[config.mk]
export PLATFORM = sky130hd
export DESIGN_NAME = wb_pwm_cfg_master
export DESIGN_NICKNAME = d
export VERILOG_FILES = /design/src/rtl/wb_pwm_cfg_master.sv
export SDC_FILE = /design/constraint.sdc
export NUM_CORES = 1
export LEC_CHECK = 0
export CAP_MARGIN = 20
export CORE_MARGIN = 2
export CORE_UTILIZATION = 55
export DETAILED_ROUTE_END_ITERATION = 6
export GPL_ROUTABILITY_DRIVEN = 0
export GPL_TIMING_DRIVEN = 0
export HOLD_SLACK_MARGIN = 0.08
export PLACE_DENSITY = 0.83
export SLEW_MARGIN = 20
export SYNTH_ARGS = -nofsm -noshare
export SYNTH_HDL_FRONTEND = slang
export SYNTH_SLANG_ARGS = --single-unit
[constraint.sdc]
create_clock -name i_clk -period 2.53 [get_ports i_clk]
set_input_delay 0.506 -clock i_clk [delete_from_list [all_inputs] [get_ports i_clk]]
set_output_delay 0.506 -clock i_clk [all_outputs]
set_load 0.05 [all_outputs]
[src/rtl/wb_pwm_cfg_master.sv]
// rtl/wb_pwm_cfg_master.sv - queued Wishbone single-write initiator for the PWM/timer register block
module wb_pwm_cfg_master #(
  parameter int ADDR_W     = 16,
  parameter int DATA_W     = 16,
  parameter int FIFO_DEPTH = 4,
  parameter int TIMEOUT    = 16
) (
  input  logic              i_clk,
  input  logic              i_rst_n,
  input  logic              i_cmd_valid,
  output logic              o_cmd_ready,
  input  logic [ADDR_W-1:0] i_cmd_adr,
  input  logic [DATA_W-1:0] i_cmd_data,
  output logic              o_wb_cyc,
  output logic              o_wb_stb,
  output logic              o_wb_we,
  output logic [ADDR_W-1:0] o_wb_adr,
  output logic [DATA_W-1:0] o_wb_data,
  input  logic              i_wb_ack,
  output logic              o_busy,
  output logic              o_done,
  output logic              o_err,
  output logic [ADDR_W-1:0] o_err_adr
);

  localparam int AW = $clog2(FIFO_DEPTH);
  localparam int PW = AW + 1;
  localparam int CW = $clog2(TIMEOUT);
  localparam logic [CW-1:0] CNT_LAST = CW'(TIMEOUT - 1);

  typedef enum logic {
    S_IDLE = 1'b0,
    S_BUS  = 1'b1
  } state_t;

  state_t state_q, state_d;
  logic [CW-1:0] cnt_q, cnt_d;
  logic          done_d, err_d, pop;

  logic [ADDR_W+DATA_W-1:0] mem [FIFO_DEPTH];
  logic [PW-1:0]            wr_ptr, rd_ptr;
  logic                     full, empty, push;

  // Extra pointer MSB distinguishes full from empty when the index bits match.
  assign full  = (wr_ptr[PW-1] != rd_ptr[PW-1]) && (wr_ptr[AW-1:0] == rd_ptr[AW-1:0]);
  assign empty = (wr_ptr == rd_ptr);
  assign push  = i_cmd_valid && !full;

  assign o_cmd_ready = !full;
  assign o_busy      = !empty || (state_q == S_BUS);
  assign o_wb_cyc    = (state_q == S_BUS);
  assign o_wb_stb    = o_wb_cyc;
  assign o_wb_we     = o_wb_cyc;

  // Command storage; pointers alone define validity, so the array needs no reset.
  always_ff @(posedge i_clk) begin
    if (push) mem[wr_ptr[AW-1:0]] <= {i_cmd_adr, i_cmd_data};
  end

  // FIFO pointers; push and pop may both happen in one cycle.
  always_ff @(posedge i_clk or negedge i_rst_n) begin
    if (!i_rst_n) begin
      wr_ptr <= '0;
      rd_ptr <= '0;
    end else begin
      if (push) wr_ptr <= wr_ptr + PW'(1);
      if (pop)  rd_ptr <= rd_ptr + PW'(1);
    end
  end

  // Next state: pop only from IDLE, ack beats timeout on the same edge.
  always_comb begin
    state_d = state_q;
    cnt_d   = cnt_q;
    pop     = 1'b0;
    done_d  = 1'b0;
    err_d   = 1'b0;
    case (state_q)
      S_IDLE: begin
        if (!empty) begin
          pop     = 1'b1;
          cnt_d   = '0;
          state_d = S_BUS;
        end
      end
      S_BUS: begin
        if (i_wb_ack) begin
          done_d  = 1'b1;
          state_d = S_IDLE;
        end else if (cnt_q == CNT_LAST) begin
          err_d   = 1'b1;
          state_d = S_IDLE;
        end else begin
          cnt_d = cnt_q + CW'(1);
        end
      end
      default: state_d = S_IDLE;
    endcase
  end

  // State, wait counter, bus address/data and status pulses.
  always_ff @(posedge i_clk or negedge i_rst_n) begin
    if (!i_rst_n) begin
      state_q   <= S_IDLE;
      cnt_q     <= '0;
      o_wb_adr  <= '0;
      o_wb_data <= '0;
      o_done    <= 1'b0;
      o_err     <= 1'b0;
      o_err_adr <= '0;
    end else begin
      state_q <= state_d;
      cnt_q   <= cnt_d;
      o_done  <= done_d;
      o_err   <= err_d;
      if (pop) {o_wb_adr, o_wb_data} <= mem[rd_ptr[AW-1:0]];
      if (err_d) o_err_adr <= o_wb_adr;
    end
  end

endmodule

# Yosys cells after proc, flatten, opt, wreduce, memory -nomap -nowiden
# Memories as Yosys holds them, arrays and structs flattened. A register that Yosys moved wholly into a read port is not among the register bits.
# Cells that the tools add are included.
dict set report totals {
  word_cells 42
  register_bits 29
  memories 1
  ramBits 128
  in_bits 36
  output_inout_bits 55
}
# memory depth width rd rd_ports_with_merged_regs wr line_no
set mem_list {}
lappend mem_list {mem 4 32 1 1 1 40} ;# logic [ADDR_W+DATA_W-1:0] mem [FIFO_DEPTH];
dict set report op_classes {
  n_reduce_logical 7
  n_mux 16
  addsub 3
  bitwise 1
  n_eq_ne 7
}
# cell n
set op_table {}
lappend op_table {{$mux W4} 3}
lappend op_table {{$mux W1} 11}
lappend op_table {{$pmux W4 S2} 1}
lappend op_table {{$add A3 B1 Y3 const B} 2}
lappend op_table {{$ne A2 B2 Y1 const B} 3}
lappend op_table {{$add A4 B1 Y4 const B} 1}
lappend op_table {{$eq A4 B4 Y1 const B} 1}
lappend op_table {{$eq A3 B3 Y1} 1}
lappend op_table {{$logic_not A1 Y1} 3}
lappend op_table {{$reduce_and A3 Y1} 1}
lappend op_table {{$eq A2 B2 Y1} 1}
lappend op_table {{$logic_and A1 B1 Y1} 2}
lappend op_table {{$pmux W1 S2} 1}
lappend op_table {{$logic_or A1 B1 Y1} 1}
lappend op_table {{$ne A1 B1 Y1} 1}
lappend op_table {{$not A1 Y1} 1}

# Logic depth before layout (Yosys ltp)
dict set report depth {
  ltp_word 6
  ltp_mapped 7
  depth_no_buf 5
}

# Worst setup path before layout
# OpenSTA, ideal clock, no wires.
dict set report synth_timing {
  kind {register to register}
  from {register rd_ptr[0]}
  to {memory mem[3][0] (netlist bit) (enable)}
  setup_ns 0.394
  setup_slack_ns 0.089
  required_time_ns 2.136
  synth_period_minus_slack_ns 2.441
  path_stages_with_launch 6
  n_path_buf 2
  arrival_time_ns 2.047
  cell_sequence {dfrtp_1 buf_2 xor2_1 or3_1 buf_2 and3_1}
}
dict set report synth_via {
  elab_chain_cells 6
}
# item line_no
set synth_lines {}
lappend synth_lines {{start: declaration} 41} ;# logic [PW-1:0] wr_ptr, rd_ptr;
lappend synth_lines {{start signal: assignment} 67} ;# if (pop) rd_ptr <= rd_ptr + PW'(1);
lappend synth_lines {{$eq A2 B2 Y1} 45} ;# assign full = (wr_ptr[PW-1] != rd_ptr[PW-1]) && (wr_ptr[AW-1:0] == rd_ptr[AW-1:0]);
lappend synth_lines {{$logic_and A1 B1 Y1} 45}
lappend synth_lines {{$logic_not A1 Y1} n/a}
lappend synth_lines {{via o_cmd_ready} 11} ;# output logic o_cmd_ready,
lappend synth_lines {{$logic_and A1 B1 Y1} 47} ;# assign push = i_cmd_valid && !full;
lappend synth_lines {{$mux W1} 57} ;# if (push) mem[wr_ptr[AW-1:0]] <= {i_cmd_adr, i_cmd_data};
lappend synth_lines {{$mux W1 (not written as such)} 57}
lappend synth_lines {{end: declaration} 40}
# The timed path passes the listed nets, and every way through them passes these cells.

# Worst setup path after layout
dict set report layout_timing {
  from {register rd_ptr[0]}
  to {output o_cmd_ready}
}
dict set report layout_via {
  elab_chain_cells 3
}
# item line_no
set layout_lines {}
lappend layout_lines {{$eq A2 B2 Y1} 45}
lappend layout_lines {{$logic_and A1 B1 Y1} 45}
lappend layout_lines {{$logic_not A1 Y1} 49} ;# assign o_cmd_ready = !full;
lappend layout_lines {{end: declaration} 11}
# Every way passes these cells.

==> metrics.txt <==
outcome finished clean; worst slack, placed -0.0272 ns; Die Y 119 um; Cell Pwr Density 1360 nW/um2; CTS H-tree depth 4; worst skew pair latency 0.43 ns; Die Wd 119 um; Cell Area, Synth 7210 um2; # setup viols final 0; sequential cell area fraction in the yosys report 74.4%; routed length per placed instance 20.1 um; DRC 0; Clock Tree Buf Depth 2; Ys Warns 0; clock root cell clkbuf_16; synth cell count leaders edfxtp_1 (128), dfrtp_1 (61), mux4_2 (32); Critical Path Sink Type primary output; clk_skew 0.00950 ns; Hold Crit Class reg2reg; total power 12.4 mW; routed wire length 12.8 mm; Synth cell types 28; Nets 493; Syn Area/Cell 21.5 um2; drt via density 5.45; Max Fclk 414 MHz; Initial Util 56.7%; antenna violations before repair 0; # Post-CTS Setup Buffers 0; Leak 3.43 nW; max cap viols 0; Fill cells 814; Syn Nets 378; critical-path maximum fanout 7; Via Count 3468; total core area 12700 um2; ANT cells 0; ratio of cells with drive above 1 in the final layout 30.4%; Yosys top cell by area edfxtp_1; TritonCTS clock tree built; critical path launch point rd_ptr[0]; DR pass1 iterations 6; FP Rows 41; DIE AREA 14000 um2; ys async rst share 32.3%; Post-DRT Antenna Nets 0; most frequent cell after synthesis edfxtp_1; largest net degree at the start of global routing 39; ys flop type edfxtp_1; I/O pin cnt 91; design area 9100 um2; fin crit period 2.42 ns; GRT Residual Overflow 0; Multi-input gate area 1740 um2; Buffers on Ports 90; Final Util 71.5%; Hold Startpoint o_err_adr[11]; worst endpoint data arrival time 1.91 ns; synthesis-stage register bit count 189; Cells after Synth 336; reg2reg start rd_ptr[1]; Synth top area share 53.3%; placed cell area 8430 um2; final worst slack 0.115 ns; RSZ-0062 raised after global routing false; fin crit share 95.5%; Worst-Margin Slew 0.644 ns; first-pass GRT wire length 20.2 mm; total negative slack 0 ns; post-DP HPWL 8.14 mm; cts bufs inserted 17; Peak VDD IR 0.785 mV; Max Transition Viols Final 0; number of synthesized flops with an enable pin 128; number of global-route vias before repair 3699; 1st-iter DRT viols 168; Synth area leaders edfxtp_1 (53%), dfrtp_1 (21%), mux4_2 (10%); Reg area 5370 um2; relative slew slack 57.1%; WP data required 2.02 ns; WS Path Type reg2out; Reg clk slew, reported paths 0.07 ns; area grow syn2layout 26.2%; crit path launch type flip-flop; clock sink count 189; endpoints failing hold 0; Global Route Usage Sum 19.4%
[routing by layer]
layer	part of all wire, %	global-route usage, %
met1	41	24.7
met2	52	31.6
met3	5.7	5.79
met4	1.8	7.66
met5	0	0
[worst paths after layout]
kind                       slack (ns)            end  cells past startpoint
max                              0.11    o_cmd_ready                      5
min                              0.50  o_err_adr[11]                      1
max reg2reg                      0.36     mem[1][11]                      6
min reg2reg                      0.50  o_err_adr[11]                      1
max in group asynchronous        1.47   o_err_adr[8]                      3
min in group asynchronous        0.53         o_done                      2
[repair_timing]
item | CTS | global route
hold buffers | 1 | 0
gates resized for setup | 5 | 6
setup endpoints to repair | 2 | 2
hold endpoints to repair | 23 | 0
[worst max-delay path: stages, from the launching register on]
cell     delay (ns)
dfrtp_1        0.37
buf_2          0.20
xor2_2         0.23
or3_1          0.32
buf_2          0.15
buf_2          0.21
[state kept, by name, indices dropped and copies added, names as in the netlist]
register and count:
mem 128, o_err_adr 16, o_wb_adr 16, o_wb_data 16
cnt_q 4, rd_ptr 3, wr_ptr 3, o_done 1
o_err 1, o_wb_cyc 1
[layout make-up]
cell class	instances	share of cell area (%)
Buffer	16	1.24
Clock buffer	20	5.27
Clock inverter	12	1.87
Inverter	4	0.165
Multi-Input combinational cell	127	19.1
Sequential cell	189	59.0
Tap cell	172	2.36
Timing Repair Buffer	96	11.0
[layout by cell type (no fill, tap or decap), types with 4 or more instances in the layout]
cell type and count:
buf_12 5, mux2_4 27, dfrtp_1 61, clkbuf_16 19, buf_2 7, clkinv_4 4, clkbuf_1 4, mux4_2 32
xor2_1 6, and3_2 4, edfxtp_1 128, clkdlybuf4s50_1 87, nand2_1 4, mux2_2 23, nand3_1 5, buf_6 5
o21ai_0 4, inv_1 4, ha_1 6
[metrics by stage]
stage | cells | hold slack (ns)
global placement | 598 | 0.487
finish | 636 | 0.502
CTS | 636 | 0.508
detailed placement | 603 | 0.452
floorplan | 336 | 0.210
global route | 636 | 0.521
[power breakdown]
part	leakage [nW]	internal [mW]	switching [mW]	total [mW]
sequential	1.93	4.20	0.387	4.59
combinational	1.18	2.26	2.66	4.92
clock	0.314	1.70	1.16	2.86
[logic make-up (layout without fill, tap and decap cells)]
family	Yosys count	count (layout)	share of synthesized area, %
flops	189	189	74.4
mux	83	83	19.3
simple gates	21	21	1.63
buf+inv	20	148	1.77
xor+xnor	10	10	1.21
compound gates	7	7	0.572
fa+ha+maj	6	6	1.04
No activity file was read; power rests on OpenSTA's default activity.
